==> config.mk <==
export PLATFORM = sky130hd
export DESIGN_NAME = iob_rtc_tick_gen
export DESIGN_NICKNAME = d
export VERILOG_FILES = /design/src/rtl/iob_rtc_tick_gen_pkg.sv /design/src/rtl/iob_rtc_phase_acc.sv /design/src/rtl/iob_rtc_tick_gen.sv
export SDC_FILE = /design/constraint.sdc
export NUM_CORES = 1
export LEC_CHECK = 0
export BUFFER_PORTS_ARGS = -buffer_cell sky130_fd_sc_hd__buf_2
export CORE_UTILIZATION = 53
export DETAILED_ROUTE_END_ITERATION = 10
export GPL_ROUTABILITY_DRIVEN = 0
export PLACE_DENSITY = 0.84
export SLEW_MARGIN = 0
export SYNTH_ARGS = -nofsm -noshare
export SYNTH_HDL_FRONTEND = slang
export SYNTH_SLANG_ARGS = --single-unit
==> constraint.sdc <==
create_clock -name clk_i -period 2.9 [get_ports clk_i]
set_input_delay 0.58 -clock clk_i [delete_from_list [all_inputs] [get_ports clk_i]]
set_output_delay 0.58 -clock clk_i [all_outputs]
set_load 0.02 [all_outputs]
==> src/rtl/iob_rtc_tick_gen_pkg.sv <==
// ----------------------------------------------------------------------------
// iob_rtc_tick_gen_pkg: CSR map and shared helpers for the RTC tick generator.
// Rev 1.0
// ----------------------------------------------------------------------------
`default_nettype none

package iob_rtc_tick_gen_pkg;

    localparam int DEFAULT_ACC_W = 32;

    localparam logic [1:0] CTRL_ADDR     = 2'd0;
    localparam logic [1:0] INCR_ADDR     = 2'd1;
    localparam logic [1:0] TICK_CNT_ADDR = 2'd2;
    localparam logic [1:0] RSVD_ADDR     = 2'd3;

    localparam int CTRL_EN  = 0;
    localparam int CTRL_CLR = 1;

    function automatic logic [7:0] merge_byte(
        input logic [7:0] old_byte,
        input logic [7:0] new_byte,
        input logic       strb
    );
        return strb ? new_byte : old_byte;
    endfunction

endpackage

`default_nettype wire

==> src/rtl/iob_rtc_phase_acc.sv <==
// ----------------------------------------------------------------------------
// iob_rtc_phase_acc: phase accumulator, carry-driven tick/RTC flops, tick counter.
// Rev 1.0
// ----------------------------------------------------------------------------
`default_nettype none

module iob_rtc_phase_acc
    import iob_rtc_tick_gen_pkg::*;
#(
    parameter int ACC_W = DEFAULT_ACC_W
) (
    input  logic             clk,
    input  logic             arst_n,
    input  logic             cke,
    input  logic             en,
    input  logic             clr,
    input  logic [ACC_W-1:0] incr,
    output logic             tick,
    output logic             rtc,
    output logic [31:0]      tick_cnt
);

    logic [ACC_W-1:0] acc;
    logic [ACC_W:0]   sum;

    assign sum = {1'b0, acc} + {1'b0, incr};

    always_ff @(posedge clk or negedge arst_n) begin
        if (!arst_n) begin
            acc      <= '0;
            tick     <= 1'b0;
            rtc      <= 1'b0;
            tick_cnt <= '0;
        end else if (cke) begin
            // Clear takes priority over a carry landing on the same edge.
            if (clr) begin
                acc      <= '0;
                tick     <= 1'b0;
                rtc      <= 1'b0;
                tick_cnt <= '0;
            end else if (en) begin
                acc  <= sum[ACC_W-1:0];
                tick <= sum[ACC_W];
                if (sum[ACC_W]) begin
                    rtc      <= ~rtc;
                    tick_cnt <= tick_cnt + 32'd1;
                end
            end else begin
                tick <= 1'b0;
            end
        end
    end

endmodule

`default_nettype wire

==> src/rtl/iob_rtc_tick_gen.sv <==
// ----------------------------------------------------------------------------
// iob_rtc_tick_gen: IOb CSR slave around a fractional phase-accumulator RTC.
// Rev 1.0
// ----------------------------------------------------------------------------
`default_nettype none

module iob_rtc_tick_gen
    import iob_rtc_tick_gen_pkg::*;
#(
    parameter int               ADDR_W   = 16,
    parameter int               DATA_W   = 32,
    parameter int               ACC_W    = DEFAULT_ACC_W,
    parameter logic [ACC_W-1:0] INCR_RST = '0
) (
    input  logic                clk_i,
    input  logic                arst_i,
    input  logic                cke_i,
    input  logic                iob_avalid,
    input  logic [ADDR_W-1:0]   iob_addr,
    input  logic [DATA_W-1:0]   iob_wdata,
    input  logic [DATA_W/8-1:0] iob_wstrb,
    output logic                iob_rvalid,
    output logic [DATA_W-1:0]   iob_rdata,
    output logic                iob_ready,
    output logic                rtc_o,
    output logic                rtc_tick_o
);

    localparam int STRB_W = DATA_W / 8;

    logic              accept;
    logic              is_write;
    logic              rd_accept;
    logic [1:0]        word;
    logic              ctrl_wr;
    logic              incr_wr;
    logic              clr_req;
    logic              en;
    logic [ACC_W-1:0]  incr;
    logic [DATA_W-1:0] incr_wide;
    logic [DATA_W-1:0] incr_merged;
    logic [DATA_W-1:0] rd_mux;
    logic [31:0]       tick_cnt;
    logic              unused_addr;

    assign unused_addr = ^{iob_addr[ADDR_W-1:4], iob_addr[1:0]};

    // Requests presented while cke_i is low are acknowledged but dropped.
    assign iob_ready = 1'b1;
    assign accept    = iob_avalid & cke_i;
    assign is_write  = |iob_wstrb;
    assign rd_accept = accept & ~is_write;
    assign word      = iob_addr[3:2];
    assign ctrl_wr   = accept & is_write & (word == CTRL_ADDR) & iob_wstrb[0];
    assign incr_wr   = accept & is_write & (word == INCR_ADDR);
    assign clr_req   = ctrl_wr & iob_wdata[CTRL_CLR];
    assign incr_wide = DATA_W'(incr);

    generate
        for (genvar b = 0; b < STRB_W; b++) begin : g_byte
            assign incr_merged[8*b +: 8] =
                merge_byte(incr_wide[8*b +: 8], iob_wdata[8*b +: 8], iob_wstrb[b]);
        end
    endgenerate

    always_ff @(posedge clk_i or negedge arst_i) begin
        if (!arst_i) begin
            en   <= 1'b0;
            incr <= INCR_RST;
        end else begin
            if (ctrl_wr) begin
                en <= iob_wdata[CTRL_EN];
            end
            if (incr_wr) begin
                incr <= incr_merged[ACC_W-1:0];
            end
        end
    end

    always_comb begin
        rd_mux = '0;
        case (word)
            CTRL_ADDR:     rd_mux = {{(DATA_W-1){1'b0}}, en};
            INCR_ADDR:     rd_mux = incr_wide;
            TICK_CNT_ADDR: rd_mux = DATA_W'(tick_cnt);
            default:       rd_mux = '0;
        endcase
    end

    always_ff @(posedge clk_i or negedge arst_i) begin
        if (!arst_i) begin
            iob_rvalid <= 1'b0;
            iob_rdata  <= '0;
        end else if (cke_i) begin
            iob_rvalid <= rd_accept;
            if (rd_accept) begin
                iob_rdata <= rd_mux;
            end
        end
    end

    iob_rtc_phase_acc #(
        .ACC_W (ACC_W)
    ) u_phase_acc (
        .clk      (clk_i),
        .arst_n   (arst_i),
        .cke      (cke_i),
        .en       (en),
        .clr      (clr_req),
        .incr     (incr),
        .tick     (rtc_tick_o),
        .rtc      (rtc_o),
        .tick_cnt (tick_cnt)
    );

endmodule

`default_nettype wire

; ---- Word-level counts from Yosys, hierarchy flattened
; Cells that the tools add are included.
[totals]
ff_bits = 132
inputBits = 56
[op_classes]
addsub = 2
eq_ne = 2
mux = 11
bitwise_logic = 9
reduce_logical = 11
[ops]
columns = op, count
row1 = $mux 32, 5
row2 = $pmux 32 s3, 1
row3 = $add 32x32->33, 1
row4 = $add 32x1->32 const B, 1
row5 = $reduce_and 2->1, 6
row6 = $and 1x1->1, 7
row7 = $mux 1, 5
row8 = $reduce_bool 2->1, 2
row9 = $reduce_or 4->1, 1
row10 = $reduce_and 3->1, 1
row11 = $eq 2x1->1 const B, 1
row12 = $eq 2x2->1 const B, 1
row13 = $logic_not 2->1, 1
row14 = $not 1->1, 2

; ---- Depth between registers and ports, before layout
; Gate-level depths: netlist (run 1).
[logic_depth]
depth_word = 7
mapped_depth = 12

; ---- By module
; Synthesis (run 1) repeated with hierarchy kept, for this count alone.
[hier_totals]
cells_unflattened = 785
hier_area_um2 = 7512.2
[modules_own_cells]
columns = mod, instances, cells_each, area_per_inst_um2, seq_area_each_um2
row1 = iob_rtc_phase_acc, 1, 553, 4663.2, 1651.6
row2 = iob_rtc_tick_gen, 1, 232, 2849.0, 1651.6

; ---- Worst setup path before layout (run 1)
; No wires, ideal clock.
[synth_path]
kind = register to register
from = register incr[0]
to = register u_phase_acc.tick_cnt[5]
setup_time_ns = 0.126
arrival_time_ns = 2.708
required_time_ns = 2.774
setup_slack_ns = 0.066
stages_incl_launch_ff = 12
n_path_buf = 1
synth_period_minus_slack_ns = 2.834
path_cell_list = dfrtp_1 -> ha_1 -> fa_1 -> a211oi_1 -> o211ai_1 -> a21oi_2 -> or3_4 -> a31oi_4 -> o21ai_1 -> clkbuf_1 -> nor2_1 -> a221o_1
[synth_via]
elab_chain_len = 3
[synth_rtl]
columns = item, line
row1 = "start, declared", iob_rtc_tick_gen.sv:39  ; logic [ACC_W-1:0] incr;
row2 = "start signal, assigned", iob_rtc_tick_gen.sv:75  ; incr <= incr_merged[ACC_W-1:0];
row3 = $add 32x32->33, iob_rtc_phase_acc.sv:26  ; assign sum = {1'b0, acc} + {1'b0, incr};
row4 = $reduce_bool 2->1 (no line), n/a
row5 = $reduce_and 3->1 (no line), n/a
row6 = "end signal, assigned", iob_rtc_phase_acc.sv:46  ; tick_cnt <= tick_cnt + 32'd1;
row7 = "end, declared", iob_rtc_phase_acc.sv:20  ; output logic [31:0] tick_cnt
; No other way between the ends.
; A chain may end at the register's enable or synchronous reset.

; ---- Final worst setup path (run 1)
[layout_path]
from = register u_phase_acc.acc[0]
to = register u_phase_acc.tick_cnt[15]
[layout_via]
elab_chain_len = 3
[layout_rtl]
columns = item, line
row1 = "start, declared", iob_rtc_phase_acc.sv:23  ; logic [ACC_W-1:0] acc;
row2 = "start signal, assigned", iob_rtc_phase_acc.sv:42  ; acc <= sum[ACC_W-1:0];
row3 = $add 32x32->33, iob_rtc_phase_acc.sv:26
row4 = $reduce_bool 2->1 (no line), n/a
row5 = $reduce_and 3->1 (no line), n/a
; No other way between the ends.

==> results of run 1 <==
==> routing by layer <==
metal | part of all wire [%] | track usage [%] | wire (um) | up-vias
met5 | 0 | 0 | 0 | -
met3 | 7.0 | 7.27 | 1390 | 59
li1 | - | - | - | 3077
met4 | 4.1 | 14.8 | 809 | 0
met1 | 43 | 38.3 | 8570 | 3168
met2 | 45 | 43.5 | 8970 | 269
==> timing repair <==
| action | 4_1_cts | 5_1_grt |
|---|---|---|
| pin swaps | 2 | 7 |
| endpoints found under the hold margin | 0 | 0 |
| resized for setup | 2 | 18 |
| setup endpoints to repair | 2 | 33 |
| cloned | 0 | 0 |
| buffers inserted | 0 | 3 |
==> state kept, by name (all words and copies together) (netlist names) <==
signal	flops
en	1
incr	32
iob_rdata	32
iob_rvalid	1
u_phase_acc.acc	32
u_phase_acc.rtc	1
u_phase_acc.tick	1
u_phase_acc.tick_cnt	32
==> stage by stage <==
step,power (mW),setup slack (ns),utilization [%],instances
after CTS,8.14,0.0118,67.2,1085
after global routing,8.82,-0.0864,68.1,1088
after floorplan,4.66,0.0658,-,775
after detailed placement,5.74,-0.00183,62.3,1053
after global placement,5.62,0.0493,62.3,1053
final,8.31,0.00102,68.1,1089
==> logic make-up (layout without fill, tap and decap cells) <==
kind of cell / Yosys count / count (layout) / share of synthesized area, %
AO/OA/AOI/OAI: 247 / 247 / 21.6
AND/OR/NAND/NOR: 240 / 240 / 15.6
flip-flops: 132 / 132 / 44.8
buffers and inverters: 56 / 193 / 3.07
multiplexers: 38 / 38 / 5.72
adder cells (fa/ha/maj): 34 / 34 / 5.88
XOR/XNOR: 27 / 27 / 3.21
other: 1 / 2 / 0.0509
==> worst max-delay path, cell delays in order, from the launching register on <==
cell      delay, ns
dfrtp_1        0.39
ha_4           0.16
fa_2           0.23
a211oi_2       0.08
o211ai_1       0.28
a21oi_2        0.12
or3_4          0.36
a31oi_4        0.26
buf_6          0.15
o211ai_4       0.10
or4_4          0.50
mux2i_1        0.14
==> power breakdown <==
group / total (mW) / internal (mW) / switching [mW] / leakage, nW
sequential: 2.57 / 2.23 / 0.341 / 1.72
clock: 2.32 / 1.47 / 0.849 / 0.299
combinational: 3.42 / 1.58 / 1.84 / 2.23
total: 8.31 / 5.28 / 3.03 / 4.25
==> final cells by class <==
cell class / instances / area, um2 / share of cell area (%)
diodes: 1 / 2.50 / 0.0274
clock buffers: 18 / 439 / 4.81
clock inverters: 14 / 203 / 2.22
inverters: 19 / 71.3 / 0.782
multi-input cells: 587 / 3960 / 43.4
flip-flops and latches: 132 / 3300 / 36.2
well taps: 176 / 220 / 2.41
repair buffers: 142 / 923 / 10.1
==> cells in the mapped netlist, drive strengths merged (13+ instances only) <==
cell type,instances
o21bai,13
a21oi,38
o21ai,89
clkbuf,26
xor2,13
a22oi,32
nor2,26
nand2,106
dfrtp,132
inv,19
mux2,33
xnor2,14
nand3,34
or3,17
ha,33
a21o,22
==> worst max path at each step <==
stage                     cells after the start                  endpoint  slack [ns]               start
after global routing                         11  u_phase_acc.tick_cnt[15]       -0.09  u_phase_acc.acc[0]
final                                        11  u_phase_acc.tick_cnt[15]       0.001  u_phase_acc.acc[0]
after floorplan                              11   u_phase_acc.tick_cnt[5]        0.07             incr[0]
after CTS                                    11  u_phase_acc.tick_cnt[15]        0.01  u_phase_acc.acc[0]
after detailed placement                     11  u_phase_acc.tick_cnt[15]      -0.002  u_phase_acc.acc[0]
after global placement                       10  u_phase_acc.tick_cnt[15]        0.05             incr[3]
==> impl_metrics.toml, run 1 <==
[worst_setup_path]
cp_max_fo = 5
required_ns = 3.21
cp.arrival_ns = 3.21
worstRegToRegCells = 11
reg2reg_slack_ns = 0.001
crit_type = "register to register"
timing.rr.end = "u_phase_acc.tick_cnt[15]"
cp-end-kind = "register"
r2r-start = "u_phase_acc.acc[0]"
cp-start-kind = "register"

[power]
vdd_drop_max_mv = 0.610
powerDensity_nw_per_um2 = 910
p_leak_nw = 4.25

[global_route]
overflow = 0
grt_pass1_wl_um = 32000
antenna_found_initial = 2
grt.total_usage_pct = 28.8
grt_max_degree = 63
grt_pass1_vias = 6361

[timing]
max_slew_margin_pct = 62.4
setup_tns_ns = 0
setup_violations = 0
slew_violations = 0
rsz0062_at_grt = "yes"
fmaxAchievable_mhz = 345
hold_viol = 0
fin_crit_ns = 2.90
skew_ns = 0.00765
finalCritPeriodShare_pct = 100
tightest_slew_ns = 0.559
hold_ws_ns = 0.0305

[clock_tree]
tritoncts = "yes"
ctsHoldBuffers = 0
numCtsBuffers = 17
clock_latency_ns = 0.43
h-tree-depth = 4
clockBufferDepth = 2
root_buffer = "clkbuf_16"
cts.sinks = 132
path_clk_slew_ns = 0.06

[synthesis]
synth-seq-cells = 132
syn_area_per_cell_um2 = 9.51
synthArstFlopShare_pct = 100
yosys.area.top_type_share_pct = 44.8
yosys_warnings = 0
synth_cell_type_count = 61
yosys.area.top_type = "dfrtp_1"
synth_ff_type = "dfrtp_1"
synth_fp_nets = 865
synth_cells = 775
ys_seq_area_share_pct = 44.8
synth_edf_count = 0
synth_area_um2 = 7370
synth.area.top_cells = "dfrtp_1, ha_1, nand2_1"

[final_layout]
fillers = 1028
most-common-layout-cells = "dfrtp_1, nand2_1, buf_2, o21ai_0, buf_4"
layout.nets = 989
final_common_cell = "dfrtp_1"
design_area_um2 = 9130
areaGrowthSynthToFinish_pct = 23.9
drive_gt1_share_pct = 25.9

[place]
hpwl_um = 13800
io_buffers = 76
placed_cell_area_um2 = 8350

[routing]
wirelength_um = 19700
drc = 0
vias = 6573
initialDrtViolationCount = 622
vias_per_cell = 6.04
postRouteAntennaNets = 0
dr.pass1.iters = 5
wire_per_inst_um = 18.1

[floorplan]
coreArea_um2 = 13400
fp-row-count = 42
dieHeight_um = 120
ios = 92
start_util_pct = 55.0
die_width_um = 120
dieArea_um2 = 14400

[min_path]
hold_path.class = "input port to asynchronous set/reset pin"

[status]
status = "complete, no violations"

[flow_run]
drv_cap = 0
Power figures use the tool's default switching activity.
==> run 2, diff against run 1 <==
--- a/config.mk
+++ b/config.mk
@@ -6,6 +6,7 @@
 export NUM_CORES = 1
 export LEC_CHECK = 0
 export BUFFER_PORTS_ARGS = -buffer_cell sky130_fd_sc_hd__buf_2
+export CORE_ASPECT_RATIO = 0.75
 export CORE_UTILIZATION = 53
 export DETAILED_ROUTE_END_ITERATION = 10
 export GPL_ROUTABILITY_DRIVEN = 0
==> run 2 against run 1 <==
Compared with the run above:
- the run now ends with design-rule violations, negative setup slack left
- sequential power is essentially flat
- register-to-register slack lost 0.06 ns
- maximum frequency decreased by 1.9%
- non-clock buffer count is 9 higher
- core utilization up 0.73 points
- clock power shrank 3%
- clock skew rose by 0.00064 ns
- combinational power is 3% higher
- sequential share of layout area fell by 0.079 points
- count of clock-buffer cells in the layout up 5
- critical endpoint is now u_phase_acc.tick_cnt[24]
- highest routed layer unchanged
==> impl_metrics.toml, run 2 (synthesis results as in run 1) <==
[final_layout]
final_util_pct = 68.8
final_common_cell = "dfrtp_1"
most-common-layout-cells = "dfrtp_1, nand2_1, buf_2, o21ai_0, buf_4"
areaGrowthSynthToFinish_pct = 24.1
n_antenna_cell = 0
layout.nets = 998
drive_gt1_share_pct = 26.1

[global_route]
overflow = 0
grt_pass1_vias = 6633
antenna_found_initial = 0
grt_pass1_wl_um = 34000
grt_max_degree = 69
grt.total_usage_pct = 30.2

[timing]
setup_violations = 3
fin_ws_ns = -0.0543
hold_viol = 0
max_slew_margin_pct = 56.6
rsz0062_at_grt = "yes"
slew_violations = 0
skew_ns = 0.00829
finalCritPeriodShare_pct = 102
tightest_slew_ns = 0.651
fin_crit_ns = 2.95
fmaxAchievable_mhz = 338

[power]
internal_power_mw = 5.27
seqPwrFrac_pct = 30.8
p_sw_mw = 3.07
vdd_drop_max_mv = 0.464
p_leak_nw = 4.29
switching_share_pct = 36.8
power_frac_comb_pct = 42.4
powerDensity_nw_per_um2 = 912
power_frac_clock_pct = 26.8

[status]
violations = "design-rule violations, negative setup slack"
status = "finished with violations"

[worst_setup_path]
r2r-start = "u_phase_acc.acc[0]"
cp.arrival_ns = 3.30
required_ns = 3.25
cp_max_fo = 4
crit_start = "u_phase_acc.acc[0]"
crit_type = "register to register"
cp-start-kind = "register"
cp-end-kind = "register"

[floorplan]
ios = 92
dieHeight_um = 104
fp-row-count = 36
die_width_um = 138
start_util_pct = 55.4
dieArea_um2 = 14400
coreArea_um2 = 13300

[routing]
postRouteAntennaNets = 0
vias_per_cell = 6.30
initialDrtViolationCount = 626
wirelength_um = 21100
vias = 6881
dr.pass1.iters = 8
drc = 14
wire_per_inst_um = 19.3

[clock_tree]
tritoncts = "yes"
root_buffer = "clkbuf_16"
clockBufferDepth = 2
h-tree-depth = 4
clock_latency_ns = 0.42
path_clk_slew_ns = 0.06
ctsHoldBuffers = 0
cts.sinks = 132
numCtsBuffers = 17

[place]
hpwl_um = 14300
pre_cts_ws_ns = -0.0245
io_buffers = 76

[flow_run]
drv_cap = 0

[min_path]
hold_path.class = "input port to asynchronous set/reset pin"
-- run 2: area by class of cell --
type | count | area [um2]
Inverter | 19 | 71.3
Sequential cell | 132 | 3300
Fill cell | 976 | 4140
Clock buffer | 23 | 478
Timing Repair Buffer | 151 | 1000
Multi-Input combinational cell | 587 | 3950
Clock inverter | 9 | 126
Tap cell | 171 | 214
-- run 2: routing by layer --
metal,track usage (%),up-vias,wire (um)
met5,0,-,0
met4,14.0,0,714
met3,6.81,60,1820
met2,46.6,374,9470
met1,40.7,3333,9120
li1,-,3114,-
-- run 2: what timing repair did --
item	4_1_cts	5_1_grt
hold endpoints to repair	0	0
gates cloned	0	1
resized for setup	8	13
buffers inserted	3	2
setup endpoints to repair	3	21
pin swaps	4	5
-- run 2: power by group through the flow --
stage	sequential [mW]	combinational, mW	clock, mW
6_report	2.57	3.53	2.24
3_5_place_dp	2.57	3.25	0
5_1_grt	2.61	3.87	2.31
2_1_floorplan	2.52	2.13	0
3_3_place_gp	2.55	3.13	0
4_1_cts	2.56	3.40	2.24
-- run 2: worst max-delay path, cell delays in order, from the launching register on --
cell	delay [ns]
dfrtp_1	0.36
ha_2	0.20
fa_2	0.22
a211oi_2	0.08
o211ai_1	0.31
a21oi_2	0.14
or3_4	0.36
a31oi_4	0.26
buf_6	0.15
o211ai_4	0.09
buf_4	0.17
or4_4	0.42
a21oi_2	0.14
-- run 2: final timing paths --
kind	end	slack (ns)	cells past startpoint
min in group clk_i	incr[16]	0.39	2
hold reg to reg	iob_rdata[5]	0.47	2
setup / recovery	u_phase_acc.tick_cnt[24]	-0.05	12
max in group asynchronous	u_phase_acc.tick_cnt[3]	1.99	2
hold / removal	iob_rdata[22]	0.16	1
setup reg to reg	u_phase_acc.tick_cnt[24]	-0.05	12
-- run 2: stage by stage --
| step | cells | area [um2] | hold WS, ns | TNS (ns) | power, mW |
|---|---|---|---|---|---|
| final | 1092 | 9150 | 0.163 | -0.139 | 8.34 |
| after global routing | 1092 | 9150 | 0.214 | -1.53 | 8.79 |
| after CTS | 1089 | 9060 | 0.192 | 0 | 8.20 |
| after detailed placement | 1054 | 8390 | 0.466 | -0.0320 | 5.82 |
| after global placement | 1054 | 8390 | 0.458 | 0 | 5.68 |
| after floorplan | 775 | 7370 | 0.284 | 0 | 4.66 |
